$ cat src/rtl/timer_ctrl_if.sv
// Configuration handshake bundle for timer_ctrl: host offers period/prescale/mode,
// controller signals when it will capture them.
interface timer_ctrl_if #(
  parameter int unsigned WIDTH   = 8,
  parameter int unsigned PRESC_W = 8
);
  logic               cfg_valid_i;
  logic               cfg_ready_o;
  logic [WIDTH-1:0]   period_i;
  logic [PRESC_W-1:0] prescale_i;
  logic               periodic_i;

  modport master (
    output cfg_valid_i, period_i, prescale_i, periodic_i,
    input  cfg_ready_o
  );

  modport slave (
    input  cfg_valid_i, period_i, prescale_i, periodic_i,
    output cfg_ready_o
  );
endinterface

$ cat src/rtl/timer_ctrl.sv
// Programmable timer: prescaled up-counter with start/stop/pause control and
// one-shot or periodic terminal count, configured through timer_ctrl_if.
module timer_ctrl #(
  parameter int unsigned WIDTH   = 8,
  parameter int unsigned PRESC_W = 8
) (
  input  logic             clk_i,
  input  logic             rst_ni,
  timer_ctrl_if.slave      cfg,
  input  logic             start_i,
  input  logic             stop_i,
  input  logic             pause_i,
  output logic [WIDTH-1:0] counter_o,
  output logic             tick_o,
  output logic             done_o,
  output logic             busy_o,
  output logic [1:0]       state_o
);

  typedef enum logic [1:0] {
    IDLE = 2'b00,
    RUN  = 2'b01,
    HOLD = 2'b10,
    DONE = 2'b11
  } state_t;

  state_t             r_state, w_state_nxt;
  logic [WIDTH-1:0]   r_cnt, w_cnt_nxt;
  logic [PRESC_W-1:0] r_pcnt, w_pcnt_nxt;
  logic [WIDTH-1:0]   r_period;
  logic [PRESC_W-1:0] r_presc;
  logic               r_periodic;
  logic               r_tick, w_tick_nxt;
  logic               r_done, w_done_nxt;
  logic               w_ready;
  logic               w_cfg_acc;

  assign w_ready   = (r_state == IDLE) || (r_state == DONE);
  assign w_cfg_acc = cfg.cfg_valid_i && w_ready;

  always_ff @(posedge clk_i or negedge rst_ni) begin
    if (!rst_ni) begin
      r_state    <= IDLE;
      r_cnt      <= '0;
      r_pcnt     <= '0;
      r_period   <= '1;
      r_presc    <= '0;
      r_periodic <= 1'b0;
      r_tick     <= 1'b0;
      r_done     <= 1'b0;
    end else begin
      r_state <= w_state_nxt;
      r_cnt   <= w_cnt_nxt;
      r_pcnt  <= w_pcnt_nxt;
      r_tick  <= w_tick_nxt;
      r_done  <= w_done_nxt;
      if (w_cfg_acc) begin
        r_period   <= cfg.period_i;
        r_presc    <= cfg.prescale_i;
        r_periodic <= cfg.periodic_i;
      end
    end
  end

  // Start clears the counters; a config accepted on the same edge lands in the
  // shadow registers before the first prescaler compare, so it governs the run.
  always_comb begin
    w_state_nxt = r_state;
    w_cnt_nxt   = r_cnt;
    w_pcnt_nxt  = r_pcnt;
    w_tick_nxt  = 1'b0;
    w_done_nxt  = 1'b0;
    unique case (r_state)
      IDLE, DONE: begin
        if (start_i) begin
          w_state_nxt = RUN;
          w_cnt_nxt   = '0;
          w_pcnt_nxt  = '0;
        end
      end
      RUN: begin
        if (stop_i) begin
          w_state_nxt = IDLE;
          w_cnt_nxt   = '0;
          w_pcnt_nxt  = '0;
        end else if (pause_i) begin
          w_state_nxt = HOLD;
        end else if (r_pcnt == r_presc) begin
          w_pcnt_nxt = '0;
          w_tick_nxt = 1'b1;
          if (r_cnt == r_period) begin
            w_done_nxt = 1'b1;
            if (r_periodic) w_cnt_nxt = '0;
            else            w_state_nxt = DONE;
          end else begin
            w_cnt_nxt = r_cnt + 1'b1;
          end
        end else begin
          w_pcnt_nxt = r_pcnt + 1'b1;
        end
      end
      HOLD: begin
        if (stop_i) begin
          w_state_nxt = IDLE;
          w_cnt_nxt   = '0;
          w_pcnt_nxt  = '0;
        end else if (!pause_i) begin
          w_state_nxt = RUN;
        end
      end
      default: w_state_nxt = IDLE;
    endcase
  end

  assign cfg.cfg_ready_o = w_ready;
  assign counter_o       = r_cnt;
  assign tick_o          = r_tick;
  assign done_o          = r_done;
  assign busy_o          = (r_state == RUN) || (r_state == HOLD);
  assign state_o         = r_state;

endmodule
$ cat src/flat_wrapper.sv
// flat-port wrapper written by rule: the top's interface ports become plain ports
module timer_ctrl_flat 
#(
  parameter int unsigned WIDTH   = 8,
  parameter int unsigned PRESC_W = 8
)
  (clk_i, rst_ni, start_i, stop_i, pause_i, counter_o, tick_o, done_o, busy_o, state_o, cfg_cfg_valid_i, cfg_period_i, cfg_prescale_i, cfg_periodic_i, cfg_cfg_ready_o);
  timer_ctrl_if #(.WIDTH(WIDTH), .PRESC_W(PRESC_W)) cfg_i ();
  input  logic clk_i;
  input  logic rst_ni;
  input  logic start_i;
  input  logic stop_i;
  input  logic pause_i;
  output logic [WIDTH-1:0] counter_o;
  output logic tick_o;
  output logic done_o;
  output logic busy_o;
  output logic [1:0] state_o;
  input wire logic [$bits(cfg_i.cfg_valid_i)-1:0] cfg_cfg_valid_i;
  input wire logic [$bits(cfg_i.period_i)-1:0] cfg_period_i;
  input wire logic [$bits(cfg_i.prescale_i)-1:0] cfg_prescale_i;
  input wire logic [$bits(cfg_i.periodic_i)-1:0] cfg_periodic_i;
  output wire logic [$bits(cfg_i.cfg_ready_o)-1:0] cfg_cfg_ready_o;
  assign cfg_i.cfg_valid_i = cfg_cfg_valid_i;
  assign cfg_i.period_i = cfg_period_i;
  assign cfg_i.prescale_i = cfg_prescale_i;
  assign cfg_i.periodic_i = cfg_periodic_i;
  assign cfg_cfg_ready_o = cfg_i.cfg_ready_o;
  timer_ctrl #(.WIDTH(WIDTH), .PRESC_W(PRESC_W)) u_core (.clk_i(clk_i), .rst_ni(rst_ni), .cfg(cfg_i), .start_i(start_i), .stop_i(stop_i), .pause_i(pause_i), .counter_o(counter_o), .tick_o(tick_o), .done_o(done_o), .busy_o(busy_o), .state_o(state_o));
endmodule
$ cat config.mk
export PLATFORM = sky130hd
export DESIGN_NAME = timer_ctrl_flat
export DESIGN_NICKNAME = d
export VERILOG_FILES = /design/src/rtl/timer_ctrl_if.sv /design/src/rtl/timer_ctrl.sv /design/src/flat_wrapper.sv
export SDC_FILE = /design/constraint.sdc
export NUM_CORES = 1
export LEC_CHECK = 0
export BUFFER_PORTS_ARGS = -buffer_cell sky130_fd_sc_hd__clkbuf_2
export CORE_UTILIZATION = 42
export DETAILED_ROUTE_END_ITERATION = 10
export PLACE_DENSITY = 0.66
export SLEW_MARGIN = 30
export SYNTH_ARGS = -nofsm -noshare
export SYNTH_HDL_FRONTEND = slang
export SYNTH_SLANG_ARGS = --single-unit
$ cat constraint.sdc
create_clock -name clk_i -period 3.4 [get_ports clk_i]
set_clock_uncertainty 0.15 [all_clocks]
set_input_delay 0.68 -clock clk_i [delete_from_list [all_inputs] [get_ports clk_i]]
set_output_delay 0.68 -clock clk_i [all_outputs]
set_load 0.03 [all_outputs]
==> flow_summary.toml <==
[worst_setup_path]
cp-start-kind = "flip-flop"
crit_required_ps = 3430
worstSetupPathType = "flip-flop to flip-flop"
arrival_ps = 2330
crit_path_max_fanout = 7
endpoint_kind = "flip-flop"

[power_and_ir_drop]
totalPowerFinal_uw = 1820
p_int_uw = 1160
switchingPower_uw = 659
ir_drop_v = 0.000379
power_density_nw_per_um2 = 792
clkPwrFrac_pct = 21.9
p_sw_share_pct = 36.2
power.leakage_uw = 0.00109
comb_power_share_pct = 38.5
seqPwrFrac_pct = 39.6

[synthesis]
synth_edf_count = 0
synthArstFlopShare_pct = 100
synth_area_um2 = 1970
ys_seq_elements = 37
synth_top_area_share_pct = 36.8
yosys-top-cells-count = "29 x dfrtp_1, 17 x mux2_2, 15 x nand2_1"
synthTopCellsByArea = "dfrtp_1 37%, dfstp_2 11%, mux2_2 9.7%"
yosys_warnings = 0
synth-seq-area-share_pct = 47.4
synthCells = 177
synth_most_common_cell = "dfrtp_1"
yosysTopAreaCell = "dfrtp_1"
ys_types = 39
syn_avg_cell_area_um2 = 11.2
syn-num-nets = 204
synth_ff_type = "dfrtp_1"

[cts]
cts-resized-gates = 0
post_cts_buffers = 0
cts_tree = "yes"
htreeDepth = 2
clkTransAtPathRegs_ps = 70
clock-sinks = 37
cts_root_buf = "clkbuf_8"
ctsHoldBuffers = 0
cts_buffers = 5
clk_latency_ps = 290
cts.path.max_buffers = 2

[floorplanning]
design.die.area_um2 = 4980
rows = 24
start_util_pct = 44.4
core_area_um2 = 4440
chipHeight_um = 70.6
fp.dieW_um = 70.6
io_pins = 37

[final_layout]
fillCellCount = 428
multi_input_area_um2 = 987
areaGrowthSynthToFinish_pct = 16.7
fin_cells = 269
fin_area_um2 = 2300
nets = 243
final_layout_size_suffix_gt1_share_pct = 36.9
insertedDiodeCount = 0
regArea_um2 = 936

[timing]
rsz0062_at_grt = "false"
max_freq_mhz = 434
setup_viol = 0
slew_headroom_pct = 45.4
maxSlewViolCount = 0
fin_crit_sh_pct = 67.8
tns_ps = 0
tightest_slew_ps = 819
hold_viol = 0
setup_ws_ps = 1090
fin_crit_ps = 2310

[detailed_routing]
dr.pass1.iters = 7
drc = 8
wl_per_cell_um = 14.3
wl_um = 3860
viasPerCell = 5.27
drtIter0Drc = 73
ant_nets = 0
via_count = 1418

[grt]
first_global_vias = 1338
antenna_found_initial = 0
grt_max_degree = 38
globalRouteTotalUtil_pct = 16.8
grt_pass1_wl_um = 6420
overflow = 0

[placement]
io_buffers = 36
placed_area_um2 = 2180
dp_worst_setup_slack_ps = 1120
dpl.hpwl_um = 2790
gp_congestion = 0.816
dpl.cell_count = 261

[hold_path]
min_path_type = "input port to asynchronous set/reset pin"

[flow_run]
max_cap_violations = 0

[status]
violations = "DRC"
outcome = "finished with violations"
-- worst max-delay path, stage by stage (launching register included) --
cell and delay, ps:
dfrtp_1 410, inv_1 80, ha_1 370, or2b_2 200, o21ai_0 210, a21o_1 320
a21o_1 190, mux2_4 250
-- power groups by stage --
stage / combinational [µW] / sequential (µW) / clock (µW)
global route: 770 / 742 / 426
detailed placement: 707 / 733 / 0
CTS: 709 / 725 / 411
global placement: 695 / 726 / 0
finish: 703 / 722 / 399
floorplan: 552 / 732 / 0
-- placed cells by master (no fill, tap or decap), types with 3 or more instances in the layout --
cell / synthesis / routed
dfstp_2: 8 / 8
ha_1: 4 / 4
mux2i_1: 4 / 4
nor2_1: 11 / 11
xnor2_1: 8 / 8
a21oi_1: 5 / 5
clkbuf_8: 2 / 6
o41ai_1: 3 / 3
xor2_1: 14 / 14
a2bb2oi_1: 4 / 4
nand2_1: 15 / 15
o21ai_0: 4 / 4
dfrtp_1: 29 / 29
clkbuf_2: 0 / 35
nand4_1: 6 / 6
nand3_1: 9 / 9
mux2_2: 17 / 17
inv_1: 4 / 4
nor3_1: 3 / 3
a21o_1: 3 / 3
-- cell families (layout without fill, tap and decap cells) --
group / count (synthesis) / count (layout) / share of synthesized area [%]
and+or+nand+nor: 57 / 57 / 15.5
DFF: 37 / 37 / 47.4
AOI/OAI and AO/OA: 27 / 27 / 9.76
xor gates and xnor gates: 22 / 22 / 9.76
muxes: 22 / 22 / 12.5
buffers and inverters: 8 / 48 / 2.60
adders and majority gates: 4 / 4 / 2.53
-- layer usage --
layer / vias to the layer above / part of all wire (%) / global-route usage (%)
met2: 29 / 41 / 23.1
met4: 0 / 2.5 / 8.67
met5: - / 0 / 0
met3: 7 / 3.9 / 4.27
met1: 673 / 53 / 24.4
li1: 709 / - / -
-- layout make-up --
class,count,share of cell area [%]
clock inverters,2,1.63
inverters,4,0.652
clock buffers,6,3.59
repair buffers,36,7.82
well taps,52,2.82
flip-flops and latches,37,40.6
multi-input cells,132,42.9
-- path summary, 6_finish.rpt --
kind,slack [ps],start,depth (start not counted),endpoint
setup / recovery,1090,u_core.state_o[0]$_DFFE_PN0P_,7,u_core.counter_o[0]$_DFFE_PN0P_
hold / removal,330,rst_ni,1,u_core.state_o[0]$_DFFE_PN0P_
setup reg to reg,1090,u_core.state_o[0]$_DFFE_PN0P_,7,u_core.counter_o[0]$_DFFE_PN0P_
hold reg to reg,380,u_core.r_presc[3]$_DFFE_PN0P_,1,u_core.r_presc[3]$_DFFE_PN0P_
max in group asynchronous,2250,rst_ni,1,u_core.counter_o[1]$_DFFE_PN0P_
min in group clk_i,380,u_core.r_presc[3]$_DFFE_PN0P_,1,u_core.r_presc[3]$_DFFE_PN0P_
-- registers in the layout (all words and copies together) (netlist names) --
register           flops
u_core.r_presc         8
u_core.counter_o       8
u_core.r_pcnt          8
u_core.r_period        8
u_core.r_periodic      1
u_core.state_o         2
u_core.done_o          1
u_core.tick_o          1
-- metrics by stage --
stage	hold slack (ps)	utilization [%]
final	330	51.8
after global routing	393	51.8
after CTS	384	51.8
after detailed placement	366	49.1
after global placement	361	49.1
after floorplan	234	-
No activity file was read; power rests on OpenSTA's default activity.
